`src/rtl/mag_pkg.sv`:
```
// rtl/mag_pkg.sv - shared defaults, window state enum and sum width for the envelope detector
package mag_pkg;

  localparam int DATA_W_DEF   = 16;
  localparam int LOG2_LEN_DEF = 4;
  localparam int SUM_W_DEF    = DATA_W_DEF + LOG2_LEN_DEF;

  typedef enum logic {
    FILL = 1'b0,
    RUN  = 1'b1
  } mag_state_t;

  function automatic int sum_width(input int data_w, input int log2_len);
    return data_w + log2_len;
  endfunction

endpackage

```
`src/rtl/mag_delay_line.sv`:
```
// rtl/mag_delay_line.sv - N-entry circular sample buffer; presents the entry about to be overwritten
module mag_delay_line
  import mag_pkg::*;
#(
  parameter int DATA_W   = DATA_W_DEF,
  parameter int LOG2_LEN = LOG2_LEN_DEF
) (
  input  logic              clk,
  input  logic              rst,
  input  logic              clr,
  input  logic              wr_en,
  input  logic [DATA_W-1:0] wr_data,
  output logic [DATA_W-1:0] oldest
);

  localparam int N = 1 << LOG2_LEN;

  logic [DATA_W-1:0]   mem [N];
  logic [LOG2_LEN-1:0] wr_ptr;

  // Contents are never cleared; the top masks stale entries while filling.
  always_ff @(posedge clk) begin
    if (wr_en) mem[wr_ptr] <= wr_data;
  end

  always_ff @(posedge clk) begin
    if (rst || clr) wr_ptr <= '0;
    else if (wr_en) wr_ptr <= wr_ptr + 1'b1;
  end

  assign oldest = mem[wr_ptr];

endmodule

```
`src/rtl/mag_envelope_detector.sv`:
```
// rtl/mag_envelope_detector.sv - moving-average envelope with hysteresis detect; optional peak hold via MAG_ENV_PEAK_HOLD_EN
module mag_envelope_detector
  import mag_pkg::*;
#(
  parameter int DATA_W   = DATA_W_DEF,
  parameter int LOG2_LEN = LOG2_LEN_DEF
) (
  input  logic              clk,
  input  logic              rst,
  input  logic [DATA_W-1:0] mag_in,
  input  logic              mag_valid,
  input  logic              clr,
  input  logic [DATA_W-1:0] thr_on,
  input  logic [DATA_W-1:0] thr_off,
  output logic [DATA_W-1:0] avg_out,
  output logic              avg_valid,
  output logic              detect,
  output logic [DATA_W-1:0] peak_out,
  input  logic              peak_clr
);

  localparam int SUM_W = sum_width(DATA_W, LOG2_LEN);
  localparam int N     = 1 << LOG2_LEN;
  localparam logic [LOG2_LEN:0] FILL_LAST = (LOG2_LEN + 1)'(N - 1);

  mag_state_t          state_q, state_d;
  logic [LOG2_LEN:0]   fill_q, fill_d;
  logic [SUM_W-1:0]    sum_q, sum_d, sum_new;
  logic                valid_q, valid_d;
  logic                detect_q, detect_d;
  logic                strobe;
  logic [DATA_W-1:0]   oldest, oldest_m, avg_new;
  logic                accepted;

  assign accepted = mag_valid && !clr && !rst;

  mag_delay_line #(
    .DATA_W   (DATA_W),
    .LOG2_LEN (LOG2_LEN)
  ) u_delay (
    .clk     (clk),
    .rst     (rst),
    .clr     (clr),
    .wr_en   (accepted),
    .wr_data (mag_in),
    .oldest  (oldest)
  );

  assign oldest_m = (state_q == FILL) ? '0 : oldest;
  assign sum_new  = sum_q + SUM_W'(mag_in) - SUM_W'(oldest_m);
  assign avg_new  = sum_new[SUM_W-1:LOG2_LEN];

  always_comb begin
    state_d  = state_q;
    fill_d   = fill_q;
    sum_d    = sum_q;
    valid_d  = 1'b0;
    detect_d = detect_q;
    strobe   = 1'b0;
    if (clr) begin
      state_d  = FILL;
      fill_d   = '0;
      sum_d    = '0;
      detect_d = 1'b0;
    end else if (mag_valid) begin
      sum_d = sum_new;
      if (state_q == FILL) begin
        fill_d = fill_q + 1'b1;
        // The sample completing the window is already a full-window update.
        if (fill_q == FILL_LAST) begin
          state_d = RUN;
          strobe  = 1'b1;
        end
      end else begin
        strobe = 1'b1;
      end
      if (strobe) begin
        valid_d = 1'b1;
        if (!detect_q) detect_d = (avg_new >= thr_on);
        else           detect_d = !(avg_new < thr_off);
      end
    end
  end

  always_ff @(posedge clk) begin
    if (rst) begin
      state_q  <= FILL;
      fill_q   <= '0;
      sum_q    <= '0;
      valid_q  <= 1'b0;
      detect_q <= 1'b0;
    end else begin
      state_q  <= state_d;
      fill_q   <= fill_d;
      sum_q    <= sum_d;
      valid_q  <= valid_d;
      detect_q <= detect_d;
    end
  end

  assign avg_out   = sum_q[SUM_W-1:LOG2_LEN];
  assign avg_valid = valid_q;
  assign detect    = detect_q;

`ifdef MAG_ENV_PEAK_HOLD_EN
  logic [DATA_W-1:0] peak_q;

  always_ff @(posedge clk) begin
    if (rst) peak_q <= '0;
    else if (peak_clr) peak_q <= accepted ? mag_in : '0;
    else if (accepted && (mag_in > peak_q)) peak_q <= mag_in;
  end

  assign peak_out = peak_q;
`else
  logic unused_peak_clr;
  assign unused_peak_clr = peak_clr;
  assign peak_out        = '0;
`endif

endmodule

```
`config.mk`:
```
export PLATFORM = sky130hd
export DESIGN_NAME = mag_envelope_detector
export DESIGN_NICKNAME = d
export VERILOG_FILES = /design/src/rtl/mag_pkg.sv /design/src/rtl/mag_delay_line.sv /design/src/rtl/mag_envelope_detector.sv
export SDC_FILE = /design/constraint.sdc
export NUM_CORES = 1
export LEC_CHECK = 0
export ABC_CLOCK_PERIOD_IN_PS = 5350
export BUFFER_PORTS_ARGS = -buffer_cell sky130_fd_sc_hd__buf_2
export CAP_MARGIN = 20
export CORE_MARGIN = 5
export CORE_UTILIZATION = 54
export DETAILED_ROUTE_END_ITERATION = 7
export PLACE_DENSITY = 0.74
export SYNTH_ARGS = -nofsm -noshare
export SYNTH_HDL_FRONTEND = slang
export SYNTH_SLANG_ARGS = --single-unit
export TNS_END_PERCENT = 30
```
`constraint.sdc`:
```
create_clock -name clk -period 5.35 [get_ports clk]
set_input_delay 1.07 -clock clk [delete_from_list [all_inputs] [get_ports clk]]
set_output_delay 1.07 -clock clk [all_outputs]
set_load 0.05 [all_outputs]
```
After elaboration in Yosys (flattened, before gate mapping)
Memories as Yosys holds them, arrays and structs flattened. A register that Yosys moved wholly into a read port is not among the register bits.
Cells that the tools add are included.
{ "classes": {"mux": 11, "n_reduce_logical": 10, "bitwise": 2, "eq_ne": 1, "magnitude_cmp": 2, "addsub": 4} }
{ "op_table": {"columns": ["op", "n"], "rows": [
  ["adder 20 x 16 -> 20 bit", 1],
  ["subtractor 20 x 16 -> 20 bit", 1],
  ["greater-or-equal comparator 16 bit", 1],
  ["less-than comparator 16 bit", 1],
  ["two-way mux 16 bit", 1],
  ["two-way mux 1 bit", 8],
  ["two-way mux 4 bit", 2],
  ["adder 5 x 1 -> 5 bit, second input constant", 1],
  ["== test 5 x 4 -> 1 bit, second input constant", 1],
  ["adder 4 x 1 -> 4 bit, second input constant", 1],
  ["AND reduction 2 bit", 2],
  ["logical NOT 1 bit", 3],
  ["OR reduction 3 bit", 1],
  ["logical AND 1 bit", 2],
  ["inverter 1 bit", 2],
  ["OR reduction 2 bit", 1],
  ["logical OR 1 bit", 1]
]} }
{ "word_totals": {"mem_count": 1, "inputBits": 53, "ramBits": 256, "output_inout_bits": 34, "reg_bits": 32, "word_cells": 37} }
{ "memory_table": {"columns": ["memory", "depth", "width", "read_ports", "rd_clocked_by_memory_dff", "write_ports", "line_no", "source"], "rows": [
  ["u_delay.mem", 16, 16, 1, 1, 1, "mag_delay_line.sv:18", "logic [DATA_W-1:0] mem [N];"]
]} }

Longest topological paths before layout
Gate-level depths: netlist of run 1.
{ "logic_depth": {"word_depth": 6, "depth_mapped": 24, "depth_no_buf": 22} }

Hierarchy
Synthesis of run 1 repeated with hierarchy kept, for this count alone.
{ "unflattened": {"hier_cells": 927, "hier_area_um2": 13792.0} }
{ "by_module_without_submodules": {"columns": ["mod", "area_per_inst_um2", "cells_per_inst", "seq_area_each_um2", "instances"], "rows": [
  ["mag_delay_line", 10034.6, 440, 7847.5, 1],
  ["mag_envelope_detector", 3757.4, 487, 560.5, 1]
]} }

Worst setup path after synthesis of run 1
No wires, ideal clock.
{ "synth_path": {"kind": "register to register", "startpoint": "reg (tool-made name)", "endpoint": "reg detect_q, in the netlist detect", "setup_slack_ps": -299, "period_less_slack_ps": 5649, "required_time_ps": 5233, "n_path_buf": 2, "path_stages_with_launch": 23, "arrival_time_ps": 5532, "cell_sequence": "dfxtp_1 > buf_2 > buf_1 > mux4_2 > mux4_2 > and2_1 > fa_1 > inv_1 > ha_1 > a21o_1 > a211oi_1 > o21ba_2 > o21ai_1 > a21oi_1 > a31oi_1 > or3_1 > and2_1 > ha_1 > nor2b_1 > o21ai_0 > o211ai_1 > a31oi_1 > and4b_1"} }
{ "synth_lines": {"columns": ["element", "line_no", "source"], "rows": [
  ["end signal, assigned", "mag_envelope_detector.sv:97", "detect_q <= detect_d;"],
  ["end, declared", "mag_envelope_detector.sv:30", "logic detect_q, detect_d;"]
]} }

==> flow_summary.json, run 1 <==
{
  "setup_viol": 0,
  "vias_per_cell": 5.65,
  "wl_met1_um": 12400,
  "instances_no_fill": 1361,
  "path_class": "register to register",
  "synth-edff-count": 256,
  "ir_drop_mv": 0.249,
  "wl_per_cell_um": 22.6,
  "grt_use_total_pct": 21.2,
  "status": "complete, no violations",
  "clockBufferDepth": 3,
  "synth_compound_area_share_pct": 3.90,
  "grt_pass1_vias": 7661,
  "fp.dieH_um": 168,
  "synthArstFlopShare_pct": 0,
  "yosys_most_used_dff": "edfxtp_1",
  "fp.dieW_um": 168,
  "dp_cells": 1284,
  "rrSetupSlack_ps": 9,
  "p_leak_uw": 0.00596,
  "syn_area_per_cell_um2": 15.9,
  "gp_congestion": 0.862,
  "synth_top_area_share_pct": 57.0,
  "path_cells": "buf_12, buf_12, buf_6, mux4_2, mux4_2, and2_4, ha_4, inv_2, ha_4, fa_2, a21o_1, a211oi_2, o21ba_4, o21ai_4, a21oi_2, a31oi_1, or3_1, and2_4, ha_4, nor2b_4, o21ai_2, o211ai_1, a31oi_1, and4b_1",
  "grt_pass1_wl_um": 45500,
  "worst_slew_pin_slew_ps": 779,
  "clk_latency_ps": 550,
  "vias": 7694,
  "synthAdderAreaFrac_pct": 7.66,
  "layout.nets": 1140,
  "clock_skew_ps": 24.8,
  "cts_root_buf": "clkbuf_16",
  "hp-class": "register to register",
  "num_rows": 57,
  "syn_inst": 849,
  "overflow": 0,
  "grt_start_max_net_pins": 36,
  "powerDensity_nw_per_um2": 348,
  "min_delay_path_depth": 2,
  "tritoncts": "yes",
  "min_to": "fill_q[4]$_SDFFE_PP0P_",
  "synthSimpleGateAreaFrac_pct": 4.90,
  "netlist_area_um2": 13500,
  "hold_violations": 0,
  "rr_endpoint": "detect$_SDFFE_PP0P_",
  "clock_sinks": 292,
  "arrival_ps": 5770,
  "cts_inserted_buffers": 29,
  "die_area_um2": 28200,
  "synth-seq-cells": 292,
  "synthTopCellsByArea": "edfxtp_1 (57%), mux4_2 (13%), dfxtp_1 (5.3%)",
  "setup.worst_path.start_class": "register",
  "synth_top_family_by_area": "multiplexers",
  "end_kind": "register",
  "synthXorXnorAreaFrac_pct": 1.49,
  "required_ps": 5780,
  "maxUsedRoutingLayer": "met4",
  "relSlewSlack_pct": 48.1,
  "yosysTopAreaCell": "edfxtp_1",
  "max_stage_delay_ps": 470,
  "postLayoutCoreUtil_pct": 65.7,
  "n_antenna_cell": 0,
  "nFillCells": 1662,
  "final_layout_size_suffix_gt1_share_pct": 35.0,
  "multi_input_area_um2": 4690,
  "coreArea_um2": 24500,
  "area_growth_syn_to_layout_pct": 19.2,
  "clk_pin_slew_worst_paths_ps": 60,
  "path_max_fanout": 6,
  "ctsHoldBuffers": 0,
  "layout_commonest_cell": "edfxtp_1",
  "ys_types": 48,
  "io_buffers": 69,
  "drv_cap": 0,
  "ys_seq_area_share_pct": 62.3,
  "fin_crit_ps": 5340,
  "area.sequential_um2": 8410,
  "dpl.hpwl_um": 19300,
  "drtIter0Drc": 702,
  "cpMaxStageDelayCell": "mux4_2",
  "slew_violations": 0,
  "met3_length_um": 2570,
  "drc": 0,
  "crit_top_cell": "ha_4",
  "ios": 87,
  "initial_utilization_pct": 55.1,
  "h-tree-depth": 1,
  "mostFrequentLayoutCells": "edfxtp_1 (256), buf_4 (93), inv_1 (82)",
  "ant_nets": 0,
  "wl_met2_um": 14900,
  "firstDrtPassIters": 6,
  "hold_slack_ps": 509,
  "fmax_mhz": 187,
  "reg2reg_depth": 24,
  "ys_warn_count": 0,
  "hp-start": "fill_q[4]$_SDFFE_PP0P_",
  "fin_crit_sh_pct": 99.8,
  "wl_um": 30700,
  "antenna_found_initial": 0,
  "synth_mux_area_share_pct": 14.5,
  "rsz0062_at_grt": "true"
}
==> synthesized netlist by cell type, drive strengths merged (4+ instances only) <==
cell and number:
a211oi 4, a21o 13, a21oi 23, a31oi 4, and2 13, buf 41, clkbuf 20, dfxtp 36
edfxtp 256, fa 16, ha 57, inv 85, mux2i 15, mux4 80, nand2 24, nand2b 4
nand3 4, nand4 10, nor2 57, nor3 11, o21ai 19, or3 4, xnor2 15, xor2 8
==> stage by stage <==
| stage | total power (uW) | cell area, um2 | setup slack [ps] | setup TNS, ps |
|---|---|---|---|---|
| floorplan | 3230 | 13600 | 27.0 | 0 |
| global placement | 3530 | 14700 | -164 | -164 |
| detailed placement | 3550 | 14700 | -165 | -165 |
| CTS | 5490 | 15800 | 4.36 | 0 |
| global route | 5860 | 16100 | -213 | -213 |
| finish | 5590 | 16100 | 8.96 | 0 |
==> routing by layer <==
| layer | track usage [%] | vias up |
|---|---|---|
| met5 | 0 | - |
| met4 | 5.58 | 0 |
| met3 | 4.08 | 58 |
| met2 | 34.7 | 343 |
| met1 | 29.8 | 3817 |
| li1 | - | 3476 |
==> flip-flops by register name (all words and copies together), names as in the netlist, named ones only <==
signal,count
avg_valid,1
fill_q,5
state_q,1
sum_q,20
u_delay.mem,256
u_delay.wr_ptr,4
detect,1
==> what timing repair did <==
item,CTS,global route
cloned,1,0
setup endpoints to repair,1,1
setup buffers,11,13
resized for setup,14,49
pin swaps,14,33
==> worst max-delay path, delay by kind of cell, from the launching register on <==
family	cells	cell delay, ps
adder cells (fa/ha/maj)	4	1000
multiplexers	2	930
AO/OA/AOI/OAI	9	1480
buffers and inverters	4	390
AND/OR/NAND/NOR	5	1070
flip-flops	1	360
==> report_power, final <==
part	switching, uW	internal (uW)
combinational	606	560
clock	825	1080
sequential	17.6	2500
total	1450	4140
==> cells by family (layout without fill, tap and decap cells) <==
logic type / after synthesis / count (layout)
AO/OA/AOI/OAI: 81 / 81
XOR/XNOR: 23 / 23
adder cells (fa/ha/maj): 73 / 73
buffers and inverters: 146 / 319
flip-flops: 292 / 292
multiplexers: 95 / 95
other: 1 / 16
AND/OR/NAND/NOR: 138 / 138
==> cell type report <==
class                      count  share of cell area [%]
sequential                   292                    52.3
clock buffer                  44                    5.24
tap                          324                    2.52
multi-input combinational    426                    29.2
clock inverter                10                   0.366
inverter                      85                    1.98
timing repair buffer         180                    8.37
==> worst max-delay path by stage <==
stage              from                  end  slack [ps]
3_5_place_dp   register  detect$_SDFFE_PP0P_        -170
6_report       register  detect$_SDFFE_PP0P_           9
4_1_cts        register  detect$_SDFFE_PP0P_           4
3_3_place_gp   register  detect$_SDFFE_PP0P_        -160
2_1_floorplan  register  detect$_SDFFE_PP0P_          30
5_1_grt        register  detect$_SDFFE_PP0P_        -210
(Power assumes the default switching activity.)
==> run 2: changes to the inputs <==
--- a/config.mk
+++ b/config.mk
@@ -8,5 +8,5 @@
 export ABC_CLOCK_PERIOD_IN_PS = 5350
 export BUFFER_PORTS_ARGS = -buffer_cell sky130_fd_sc_hd__buf_2
-export CAP_MARGIN = 20
+export CAP_MARGIN = 40
 export CORE_MARGIN = 5
 export CORE_UTILIZATION = 54
==> constraint.sdc (replaced) <==
create_clock -name clk -period 5.35 [get_ports clk]
set_input_delay 1.605 -clock clk [delete_from_list [all_inputs] [get_ports clk]]
set_output_delay 1.605 -clock clk [all_outputs]
set_load 0.05 [all_outputs]
==> flow_summary.json, run 2 (synthesis results as in run 1) <==
{
  "arrival_ps": 5780,
  "initial_utilization_pct": 55.1,
  "nFillCells": 1631,
  "grt_pass1_vias": 7926,
  "met1_usage_pct": 30.0,
  "tritoncts": "yes",
  "path_max_fanout": 6,
  "p_leak_uw": 0.00603,
  "num_rows": 57,
  "dpl.hpwl_um": 20200,
  "drc": 0,
  "setup.worst_path.start_class": "register",
  "clk_latency_ps": 570,
  "gp_congestion": 0.866,
  "vias_per_cell": 5.67,
  "grt_start_max_net_pins": 36,
  "fp.dieW_um": 168,
  "area_growth_syn_to_layout_pct": 20.3,
  "hp-class": "register to register",
  "ant_nets": 0,
  "max_stage_delay_ps": 530,
  "layout_commonest_cell": "edfxtp_1",
  "fin_crit_sh_pct": 99.3,
  "end_kind": "register",
  "n_antenna_cell": 0,
  "status": "complete, no violations",
  "final_layout_size_suffix_gt1_share_pct": 35.0,
  "mostFrequentLayoutCells": "edfxtp_1 (256), buf_4 (104), inv_1 (82)",
  "cts_inserted_buffers": 30,
  "antenna_found_initial": 0,
  "clock_skew_ps": 19.9,
  "fin_tns_setup_ps": 0,
  "wl_per_cell_um": 22.3,
  "hold_slack_ps": 488,
  "die_area_um2": 28200,
  "area.sequential_um2": 8420,
  "rr_endpoint": "detect$_SDFFE_PP0P_",
  "finalPower_uw": 5630,
  "wl_um": 30600,
  "ios": 87,
  "clock_sinks": 292,
  "h-tree-depth": 1,
  "drtIter0Drc": 573,
  "finalWorstSetupSlack_ps": 39.6,
  "clockBufferDepth": 3,
  "fp.dieH_um": 168,
  "relSlewSlack_pct": 48.7,
  "ir_drop_mv": 0.296,
  "regMostFlops": "u_delay.mem",
  "vias": 7772,
  "rrSetupSlack_ps": 40,
  "required_ps": 5820,
  "fmax_mhz": 188,
  "hold_violations": 0,
  "setup_viol": 0,
  "multi_input_area_um2": 4650,
  "largest_register_ffs": 256,
  "grt.busiest_layer": "met2",
  "layout.nets": 1153,
  "cts_root_buf": "clkbuf_16",
  "min_delay_path_depth": 2,
  "cpMaxStageDelayCell": "mux4_2",
  "powerDensity_nw_per_um2": 347,
  "path_class": "register to register",
  "worst_slew_pin_slew_ps": 770,
  "met2_usage_pct": 34.7,
  "firstDrtPassIters": 5,
  "fin_crit_ps": 5310,
  "coreArea_um2": 24500,
  "crit_path_end": "detect$_SDFFE_PP0P_",
  "path_cells": "buf_6, buf_12, mux4_2, mux4_2, and2_1, fa_1, inv_1, ha_1, buf_4, a21o_1, a21oi_2, a21oi_2, o211ai_1, buf_4, a311oi_2, xnor2_1, xnor2_1, buf_4, ha_1, nand4_1, o211ai_1, a31oi_1, and4b_1",
  "reg2reg_depth": 23,
  "pre_cts_slack_ps": -393,
  "top_regs": "u_delay.mem: 256 flops, sum_q: 20 flops, fill_q: 5 flops",
  "io_buffers": 69,
  "drv_cap": 0,
  "postLayoutCoreUtil_pct": 66.3,
  "clk_pin_slew_worst_paths_ps": 70,
  "overflow": 0,
  "rsz0062_at_grt": "true",
  "grt_use_total_pct": 21.4,
  "crit_top_cell": "buf_4",
  "slew_violations": 0,
  "grt_util_met3_pct": 3.80,
  "grt_pass1_wl_um": 46100
}
[run 2: cell count changes in the layout (fill, tap and decap cells not counted), sizes merged]
cell,change
buf,+10
clkbuf,-9
clkinv,+4
bufinv,+2
inv,+2
clkinvlp,+1
[run 2: how the worst min path moves through the flow]
| stage | end | slack [ps] | from |
|---|---|---|---|
| global route | sum_q[2]$_SDFFE_PP0P_ | 500 | sum_q[2]$_SDFFE_PP0P_ |
| floorplan | sum_q[0]$_SDFFE_PP0P_ | 460 | sum_q[0]$_SDFFE_PP0P_ |
| global placement | sum_q[2]$_SDFFE_PP0P_ | 480 | sum_q[2]$_SDFFE_PP0P_ |
| finish | sum_q[2]$_SDFFE_PP0P_ | 490 | sum_q[2]$_SDFFE_PP0P_ |
| detailed placement | sum_q[2]$_SDFFE_PP0P_ | 480 | sum_q[2]$_SDFFE_PP0P_ |
| CTS | sum_q[2]$_SDFFE_PP0P_ | 490 | sum_q[2]$_SDFFE_PP0P_ |
[run 2: final cells by class]
type	count	area share [%]
Clock buffer	33	4.70
Sequential cell	292	51.9
Tap cell	324	2.50
Inverter	85	1.97
Multi-Input combinational cell	426	28.7
Clock inverter	19	1.11
Timing Repair Buffer	192	9.17
[run 2: layer usage]
| layer | up-vias | share of wire [%] |
|---|---|---|
| li1 | 3512 | - |
| met1 | 3854 | 41 |
| met2 | 338 | 48 |
| met3 | 68 | 7.7 |
| met4 | 0 | 3.3 |
| met5 | - | 0 |
[run 2: report_power, final]
part | internal [uW] | switching (uW) | total, uW
Sequential | 2490 | 18.7 | 2510
Clock | 1130 | 864 | 1990
Combinational | 544 | 583 | 1130
Total | 4170 | 1470 | 5630
[run 2: critical path, delay by kind of cell (launching register included)]
| kind | cells | cell delay [ps] |
|---|---|---|
| compound gates | 7 | 950 |
| xor+xnor | 2 | 440 |
| fa+ha+maj | 3 | 1090 |
| buf+inv | 6 | 840 |
| flops | 1 | 360 |
| mux | 2 | 1020 |
| simple gates | 3 | 500 |
[run 2: timing repair]
action / CTS / global route
pin swaps: 4 / 22
setup endpoints to repair: 1 / 1
cloned: 0 / 2
hold buffers: 0 / 0
setup buffers: 5 / 7
hold endpoints to repair: 0 / 0
resized for setup: 7 / 42
[run 2: metrics by stage]
stage | area, um2 | cells
global placement | 14900 | 1305
global route | 16200 | 1371
detailed placement | 14900 | 1305
finish | 16200 | 1371
floorplan | 13600 | 864
CTS | 15900 | 1362
==> run 3: changes to the inputs <==
- ABC_AREA: default -> 1
- CTS_BUF_LIST: default -> sky130_fd_sc_hd__clkbuf_2 sky130_fd_sc_hd__clkbuf_4 sky130_fd_sc_hd__clkbuf_8
==> flow_summary.json, run 3 <==
{
  "ios": 87,
  "overflow": 0,
  "fp.dieH_um": 171,
  "post_cts_buffers": 0,
  "vias": 10000,
  "instances_no_fill": 1755,
  "layout_commonest_cell": "edfxtp_1",
  "ir_drop_mv": 0.181,
  "cts_inserted_buffers": 46,
  "fin_crit_sh_pct": 89.3,
  "end_kind": "register",
  "area.sequential_um2": 8410,
  "die_area_um2": 29200,
  "io_buffers": 69,
  "dpl.hpwl_um": 22200,
  "status": "complete, no violations",
  "crit_top_cell": "nand2_1",
  "cpMaxStageDelayCell": "fa_1",
  "yosys_most_used_dff": "edfxtp_1",
  "cts_resized": 0,
  "yosysTopAreaCell": "edfxtp_1",
  "coreArea_um2": 25800,
  "hold_violations": 0,
  "arrival_ps": 5290,
  "path_class": "register to register",
  "drtIter0Drc": 1067,
  "synth-edff-count": 256,
  "multi_input_area_um2": 4630,
  "clock_skew_ps": 20.6,
  "powerDensity_nw_per_um2": 329,
  "fin_tns_setup_ps": 0,
  "netlist_area_um2": 14000,
  "relSlewSlack_pct": 43.4,
  "clk_pin_slew_worst_paths_ps": 60,
  "drc": 0,
  "wl_per_cell_um": 19.8,
  "syn_inst": 1296,
  "tritoncts": "yes",
  "gp_congestion": 0.935,
  "cts_root_buf": "clkbuf_8",
  "antenna_found_initial": 1,
  "regMostFlops": "u_delay.mem",
  "fmax_mhz": 209,
  "yosys-top-cells-count": "edfxtp_1 (256), nor2_1 (184), o21ai_0 (151), inv_1 (142), nand2_1 (101)",
  "setup_viol": 0,
  "synthTopCellsByArea": "edfxtp_1 (55%), o21ai_0 (5.4%), dfxtp_1 (5.1%)",
  "ys_warn_count": 0,
  "synth-seq-cells": 292,
  "fin_area_um2": 15700,
  "grt_start_max_net_pins": 129,
  "post_dp_cell_area_um2": 14800,
  "mostFrequentLayoutCells": "edfxtp_1 (256), nor2_1 (168), o21ai_0 (151)",
  "vias_per_cell": 5.72,
  "p_leak_uw": 0.00612,
  "grt_use_total_pct": 23.8,
  "dp_cells": 1670,
  "largest_register_ffs": 256,
  "h-tree-depth": 2,
  "drv_cap": 0,
  "clk_latency_ps": 570,
  "hp-class": "register to register",
  "initial_utilization_pct": 54.3,
  "slew_violations": 0,
  "synth_top_area_share_pct": 54.9,
  "nFillCells": 2065,
  "final_layout_size_suffix_gt1_share_pct": 15.7,
  "grt_pass1_vias": 9849,
  "layout.nets": 1509,
  "num_rows": 59,
  "clock_sinks": 292,
  "rsz0062_at_grt": "false",
  "area_growth_syn_to_layout_pct": 12.5,
  "fin_crit_ps": 4780,
  "required_ps": 5860,
  "fp.dieW_um": 171,
  "ys_seq_area_share_pct": 60.1,
  "syn_area_per_cell_um2": 10.8,
  "yosys.cell_count.top_type": "edfxtp_1",
  "ys_types": 41,
  "synthArstFlopShare_pct": 0,
  "setup.worst_path.start_class": "register",
  "finalWorstSetupSlack_ps": 571,
  "wl_um": 34800,
  "clockBufferDepth": 3,
  "grt_pass1_wl_um": 53500,
  "max_stage_delay_ps": 500,
  "worst_slew_pin_slew_ps": 847,
  "pre_cts_slack_ps": 202,
  "ctsHoldBuffers": 0,
  "top_regs": "u_delay.mem: 256 flops, sum_q: 20 flops, fill_q: 5 flops",
  "ant_nets": 0,
  "firstDrtPassIters": 5,
  "path_max_fanout": 128
}
-- run 3: changes by cell type in the layout (fill, tap and decap cells not counted), moves of 20 or more --
cell and change:
buf_4 -70, o221ai_1 +44, clkbuf_16 -32, inv_1 +60, nor2_1 +121, nand3_1 +35, clkbuf_8 +47, nand2_1 +77
mux4_2 -80, a21oi_1 +53, o22ai_1 +20, o21ai_0 +141
-- run 3: cell families (layout without fill, tap and decap cells) --
family / count (synthesis) / after routing / synth area share, %
DFF: 292 / 292 / 60.1
and+or+nand+nor: 353 / 353 / 10.5
xor gates and xnor gates: 8 / 8 / 0.501
other: 1 / 17 / 0.0268
buffers and inverters: 237 / 345 / 7.56
AOI/OAI and AO/OA: 332 / 332 / 14.0
adders and majority gates: 73 / 73 / 7.38
-- run 3: cell type report --
cell class	instances	area share [%]
clock buffer	63	4.87
sequential	292	53.4
inverter	146	3.49
timing repair buffer	115	5.13
antenna	1	0.0159
multi-input combinational	782	29.4
tap	335	2.66
clock inverter	21	0.985
-- run 3: critical path: cells and delay by family, from the launching register on --
family          cells  cell delay (ps)
buf+inv             3              500
simple gates       13             1180
flops               1              360
fa+ha+maj           3             1070
compound gates      7             1520
-- run 3: per-layer routing --
layer	vias to the layer above	track usage (%)	routed length (um)
li1	4716	-	-
met1	4760	31.8	14100
met2	478	39.0	16600
met3	83	4.57	3010
met4	0	8.89	1080
met5	-	0	0
-- run 3: stage by stage --
stage | total power (uW) | utilization [%] | hold slack [ps]
CTS | 5200 | 61.1 | 483
global route | 5420 | 61.1 | 508
finish | 5180 | 61.1 | 479
detailed placement | 3330 | 57.5 | 473
global placement | 3310 | 57.2 | 448
floorplan | 3120 | - | 440
-- run 3: path summary, 6_finish.rpt --
check                        start                     to  slack, ps  depth (start not counted)
max reg2reg               register    detect$_SDFFE_PP0P_        570                         26
min reg2reg  sum_q[0]$_SDFFE_PP0P_  sum_q[0]$_SDFFE_PP0P_        480                          2
max                       register    detect$_SDFFE_PP0P_        570                         26
min          sum_q[0]$_SDFFE_PP0P_  sum_q[0]$_SDFFE_PP0P_        480                          2
-- run 3: power by group --
| group | switching, uW | internal (uW) |
|---|---|---|
| logic | 516 | 268 |
| clock network | 861 | 1030 |
| registers | 10.5 | 2490 |
